`config.mk`:
```
export PLATFORM = sky130hd
export DESIGN_NAME = outer_loop_seq
export DESIGN_NICKNAME = d
export VERILOG_FILES = /design/src/rtl/outer_loop_seq.sv
export SDC_FILE = /design/constraint.sdc
export NUM_CORES = 1
export LEC_CHECK = 0
export ABC_CLOCK_PERIOD_IN_PS = 4000
export CORE_UTILIZATION = 35
export DETAILED_ROUTE_END_ITERATION = 10
export PLACE_DENSITY = 0.7
export SLEW_MARGIN = 10
export SYNTH_ARGS = -nofsm -noshare
export SYNTH_HDL_FRONTEND = slang
export SYNTH_SLANG_ARGS = --single-unit
```
`constraint.sdc`:
```
create_clock -name clk_i -period 4 [get_ports clk_i]
set_clock_uncertainty 0.05 [all_clocks]
set_input_delay 0.8 -clock clk_i [delete_from_list [all_inputs] [get_ports clk_i]]
set_output_delay 0.8 -clock clk_i [all_outputs]
set_load 0.01 [all_outputs]
```
`src/rtl/outer_loop_seq.sv`:
```
// Outer-loop sequencer: drives an external inner counter for CNT iterations.
// Latency: GO -> INNER_LD one cycle later; final INNER_DONE -> DONE one cycle later.
// Backpressure: PAUSE gates INNER_GO only; LD/GO are ignored while busy.
//
// Ports:
//   clk_i, reset_i        clock, synchronous active-high reset
//   ld_i, din_i           load outer count (idle only, wins over go_i)
//   go_i, abort_i         start / terminate the sequence
//   pause_i               suspends inner_go_o while running
//   inner_done_i          end-of-inner-loop pulse (counted only in RUN)
//   inner_ld_o, inner_go_o  inner counter reload strobe and run enable
//   cnt_o, zero_o         current outer count and its zero flag
//   busy_o, done_o        not-idle flag and one-cycle completion pulse
//
// Optional feature: OUTER_ZERO_IS_256_EN -- a count of 0 runs 256 loops
// instead of completing immediately.
module outer_loop_seq (
    input  logic       clk_i,
    input  logic       reset_i,
    input  logic       ld_i,
    input  logic [7:0] din_i,
    input  logic       go_i,
    input  logic       abort_i,
    input  logic       pause_i,
    input  logic       inner_done_i,
    output logic       inner_ld_o,
    output logic       inner_go_o,
    output logic [7:0] cnt_o,
    output logic       zero_o,
    output logic       busy_o,
    output logic       done_o
);

    typedef enum logic [1:0] {
        IDLE  = 2'd0,
        LOADI = 2'd1,
        RUN   = 2'd2,
        FIN   = 2'd3
    } state_t;

    state_t     state_q, state_d;
    logic [7:0] cnt_q, cnt_d;
    logic       inner_ld_q, run_q, busy_q, done_q;

    always_comb begin
        state_d = state_q;
        cnt_d   = cnt_q;
        case (state_q)
            IDLE: begin
                if (ld_i) begin
                    cnt_d = din_i;
                end else if (go_i) begin
`ifdef OUTER_ZERO_IS_256_EN
                    state_d = LOADI;
`else
                    // A zero count has nothing to iterate: complete at once.
                    state_d = (cnt_q == 8'd0) ? FIN : LOADI;
`endif
                end
            end
            LOADI: begin
                state_d = abort_i ? IDLE : RUN;
            end
            RUN: begin
                // Abort wins over a coincident inner_done; count is kept.
                if (abort_i) begin
                    state_d = IDLE;
                end else if (inner_done_i) begin
                    cnt_d   = cnt_q - 8'd1;
                    state_d = (cnt_q == 8'd1) ? FIN : LOADI;
                end
            end
            FIN: begin
                state_d = IDLE;
            end
            default: begin
                state_d = IDLE;
            end
        endcase
    end

    // Outputs are registered from the next-state decode so they line up
    // exactly with the state they describe.
    always_ff @(posedge clk_i) begin
        if (reset_i) begin
            state_q    <= IDLE;
            cnt_q      <= 8'd0;
            inner_ld_q <= 1'b0;
            run_q      <= 1'b0;
            busy_q     <= 1'b0;
            done_q     <= 1'b0;
        end else begin
            state_q    <= state_d;
            cnt_q      <= cnt_d;
            inner_ld_q <= (state_d == LOADI);
            run_q      <= (state_d == RUN);
            busy_q     <= (state_d != IDLE);
            done_q     <= (state_d == FIN);
        end
    end

    assign inner_ld_o = inner_ld_q;
    assign inner_go_o = run_q & ~pause_i;
    assign cnt_o      = cnt_q;
    assign zero_o     = (cnt_q == 8'd0);
    assign busy_o     = busy_q;
    assign done_o     = done_q;

endmodule
```
* After elaboration in Yosys (flattened, before gate mapping)
Cells that the tools add are included.
Widths: inputs -> output; s select.
** Word-level totals
- Register bits after elaboration :: 14
- Bits of input ports :: 15
- Output and inout port bits :: 13
- Word-level logic and storage cells :: 36
** Cells by class
- Add/sub/neg operators :: 1
- Equality and inequality tests :: 10
- Mux-type cells :: 12
- Bitwise gates (word level) :: 2
- Reductions and logical operators :: 5
** Operator list (count)
- $mux 8 :: 3
- $pmux 8 s2 :: 1
- $mux 2 :: 7
- $eq 2x2->1 const B :: 4
- $eq 8x1->1 const B :: 1
- $logic_not 8->1 :: 1
- $pmux 2 s4 :: 1
- $sub 8x1->8 const B :: 1
- $ne 2x2->1 const B :: 3
- $eq 2x1->1 const B :: 2
- $reduce_and 4->1 :: 1
- $reduce_bool 2->1 :: 2
- $logic_not 2->1 :: 1
- $and 1x1->1 :: 1
- $not 1->1 :: 1

* Logic depth before layout (Yosys ltp)
- Depth after elaboration :: 6
- Depth in mapped cells :: 7
- Depth with buffers taken out :: 6

* Worst setup path after synthesis
Ideal clock, no wire load.
- Kind :: reg2out
- Start point :: register cnt_q[0] (netlist: cnt_o[0])
- End point :: output port zero_o
- Data arrival time :: 1130 ps
- Data required time :: 3150 ps
- Setup slack :: 2020 ps
- Stages on the path, launching flop included :: 5
- Path buffers :: 0
- Cells stage by stage :: dfxtp_1 inv_1 ha_1 nor4b_2 and2_1
** On the way
- Longest elaborated chain between the ends :: 1
** RTL lines
- start: declaration :: RTL line 42 : logic [7:0] cnt_q, cnt_d;
- start signal: assignment :: RTL line 94 : cnt_q <= cnt_d;
- $logic_not 8->1 :: RTL line 105 : assign zero_o = (cnt_q == 8'd0);
- end: declaration :: RTL line 29 : output logic zero_o,
Every way passes these cells.

* Worst setup path after layout
Same ends and word-level chain as after synthesis.

==> results.md <==
- Grt total ovfl: 0
- Reg area: 280.3 µm²
- Worst EP required: 3.15 ns
- Yosys warnings: 0
- Die area: 2677 µm²
- Max Cap Viol: 0
- Ranking of synthesized cells by area: dfxtp_1, a21oi_1, o21ai_0
- Distinct cell type count after synthesis: 36
- Post-route ant nets: 0
- Vias in the first global route: 809
- Hold Vio Cnt, Final: 0
- Clock Path Buffers: 2
- H-tree depth: 1
- Post-cts hold buffer count: 0
- Starting DRC count in detailed routing: 12
- Core Box Area: 2276 µm²
- Worst Path Max Fanout: 6
- Synth Net Count: 117
- Initial core utilization: 38.04%
- Setup-failing EPs final: 0
- Rel. slew slack: 64.95%
- Met3 usage: 2.924%
- Share of layout cells above drive strength 1: 11.11%
- Register bit total from synthesis: 14
- Crit. End Element: output port
- Detail Placement HPWL: 1484 µm
- Worst skew pair latency: 0.29 ns
- Worst Hold Class: reg2reg
- Reg-to-reg slack, setup: 2.31 ns
- Post-Syn Instances: 100
- Sw Share: 30.30%
- Num CTS Buffers: 3
- Met1 usage: 19.68%
- Combinational power share: 29.7%
- Diodes inserted: 0
- Final wirelength: 2035 µm
- GR Layer Usage met2: 28.57%
- WL per Instance: 13.21 µm
- Setup Buffers After CTS: 0
- Area of the multi-input gates: 494.2 µm²
- RSZ-0062 raised after global routing: false
- PortBufs: 27
- Peak VDD IR: 0.0002222 V
- Hold path cells: 2
- CTS tree: done
- Tightest Pin Transition: 0.5241 ns
- Drt drc: 0
- Clock transition at path regs: 0.09 ns
- Largest net degree at the start of global routing: 21
- Status: finished, final reports clean
- Cts repair resizes: 0
- Leading cell types in the layout, fill and taps excluded: clkdlybuf4s50_1, dfxtp_1, a21oi_1
- Antenna violations before repair: 0
- RR Startpoint: cnt_o[0]
- Die H: 51.74 µm
- R2R cell count: 6
- Startpoint Class: flip-flop
- Synthesis-to-finish area growth: 31.94%
- DRT Pass-1 Iters: 4
- Vias post-DR: 814
- Critical Path AT: 2.05 ns
- GRT Overall Usage: 16.61%
- Pins Over Slew Limit: 0
- Pwr dens: 335.5 nW/µm²
- Sequential power share: 43.0%
- Int Pwr: 0.2671 mW
- Final min period: 2.902 ns
- GRT busiest layer: met2
- WHS Endpoint: cnt_o[7]
- Setup TNS: 0 ns
- DR vias/cell: 5.286
- Synth area leader: dfxtp_1
- Avg Cell Area, Syn: 8.658 µm²
- CP Class: reg2out
- Reported net switching power: 0.1161 mW
- Fillers: 217
- CTS root buffer: clkbuf_4
- I/O Pins: 28
- Die Width: 51.74 µm
- Commonest non-fill, non-tap cell in the layout: clkdlybuf4s50_1
- Nets: 144
- Hold Path Origin: cnt_o[7]
- Min Hold Slack: 0.4884 ns
- Clk pwr share: 27.3%
- # clock sinks: 14
- Max Clock Freq: 0.3446 GHz
- # rows: 17
- Period utilisation layout: 72.55%
- First-pass GRT wire length: 3312 µm
- P_leak: 0.4198 nW
- Seq/Total Area, Yosys: 32.37%
- Worst R2R End: inner_ld_o
- Share of the synthesized area in the top cell type: 32.37%
- GPL Wtd Cong: 0.7967
- Synth Cell Area: 865.8 µm²
-- worst max-delay path, stage by stage (launching register included) --
cell and delay [ns]:
dfxtp_1 0.37, inv_1 0.10, ha_1 0.22, nor4b_2 0.35
and2_1 0.19, clkdlybuf4s50_1 0.53
-- cells by family (layout without fill, tap and decap cells) --
logic type,after synthesis,after routing,synth area share (%)
AOI/OAI and AO/OA,32,32,24.28
xor gates and xnor gates,1,1,1.012
adders and majority gates,2,2,2.890
buffers and inverters,12,38,10.55
DFF,14,14,32.37
muxes,2,2,2.601
and+or+nand+nor,37,37,26.30
-- per-layer routing --
layer  vias up  share of wire, %  wire length [µm]
met1       384                48               977
li1        410                 -                 -
met2        18                48               969
met5         -                 0                 0
met3         2               3.4                70
met4         0              0.84                17
-- sequential cells by signal, summed over array words and instances, names as in the netlist --
name / count
run_q: 1
busy_o: 1
cnt_o: 8
state_q: 2
inner_ld_o: 1
done_o: 1
-- area by class of cell --
| cell class | instances | area share, % |
|---|---|---|
| Clock buffer | 4 | 3.176 |
| Sequential cell | 14 | 24.53 |
| Tap cell | 28 | 3.067 |
| Multi-Input combinational cell | 74 | 43.26 |
| Inverter | 7 | 2.300 |
| Timing Repair Buffer | 27 | 23.66 |
-- cells in the mapped netlist --
cell	instances
nand2b_1	2
o32ai_2	1
xnor2_1	1
o32ai_1	2
and2_1	2
buf_6	2
nor4_1	2
clkbuf_8	2
dfxtp_1	14
a21o_1	2
o21ai_0	7
inv_1	7
nor2b_1	1
o21a_1	1
nand2_1	6
or3b_4	1
a21oi_1	11
nand3b_1	1
buf_8	1
nor2_4	1
a22oi_1	2
or2b_2	2
nor4b_2	1
nor3_1	5
ha_1	2
a22o_1	1
mux2_2	2
nand2b_4	1
and2_0	1
nor4b_1	1
a21oi_2	1
nor2_1	8
a32oi_1	1
and2b_1	1
nor3b_1	1
a211oi_1	3
-- how the worst max path moves through the flow --
stage              from          to  slack (ns)  cells after the start
2_1_floorplan  cnt_o[0]      zero_o        2.02                      4
3_3_place_gp    pause_i  inner_go_o        1.31                      3
3_5_place_dp    pause_i  inner_go_o        1.30                      3
4_1_cts        cnt_o[0]      zero_o        1.08                      5
5_1_grt        cnt_o[0]      zero_o        0.99                      5
6_report       cnt_o[0]      zero_o        1.10                      5
-- power groups by stage --
stage | clock [mW] | combinational [mW] | sequential [mW]
global route | 0.110 | 0.124 | 0.166
global placement | 0 | 0.112 | 0.167
detailed placement | 0 | 0.114 | 0.168
finish | 0.105 | 0.114 | 0.165
CTS | 0.105 | 0.114 | 0.164
floorplan | 0 | 0.0693 | 0.167
-- per-stage QoR --
| step | total power, mW | util [%] | instances | worst slack, ns | instance area (µm²) |
|---|---|---|---|---|---|
| floorplan | 0.2360 | - | 100 | 2.020 | 865.8 |
| global route | 0.4007 | 50.19 | 154 | 0.9941 | 1142 |
| CTS | 0.3838 | 50.19 | 154 | 1.076 | 1142 |
| detailed placement | 0.2812 | 48.60 | 150 | 1.301 | 1106 |
| finish | 0.3832 | 50.19 | 154 | 1.098 | 1142 |
| global placement | 0.2792 | 48.60 | 150 | 1.313 | 1106 |
Power figures use the tool's default switching activity.
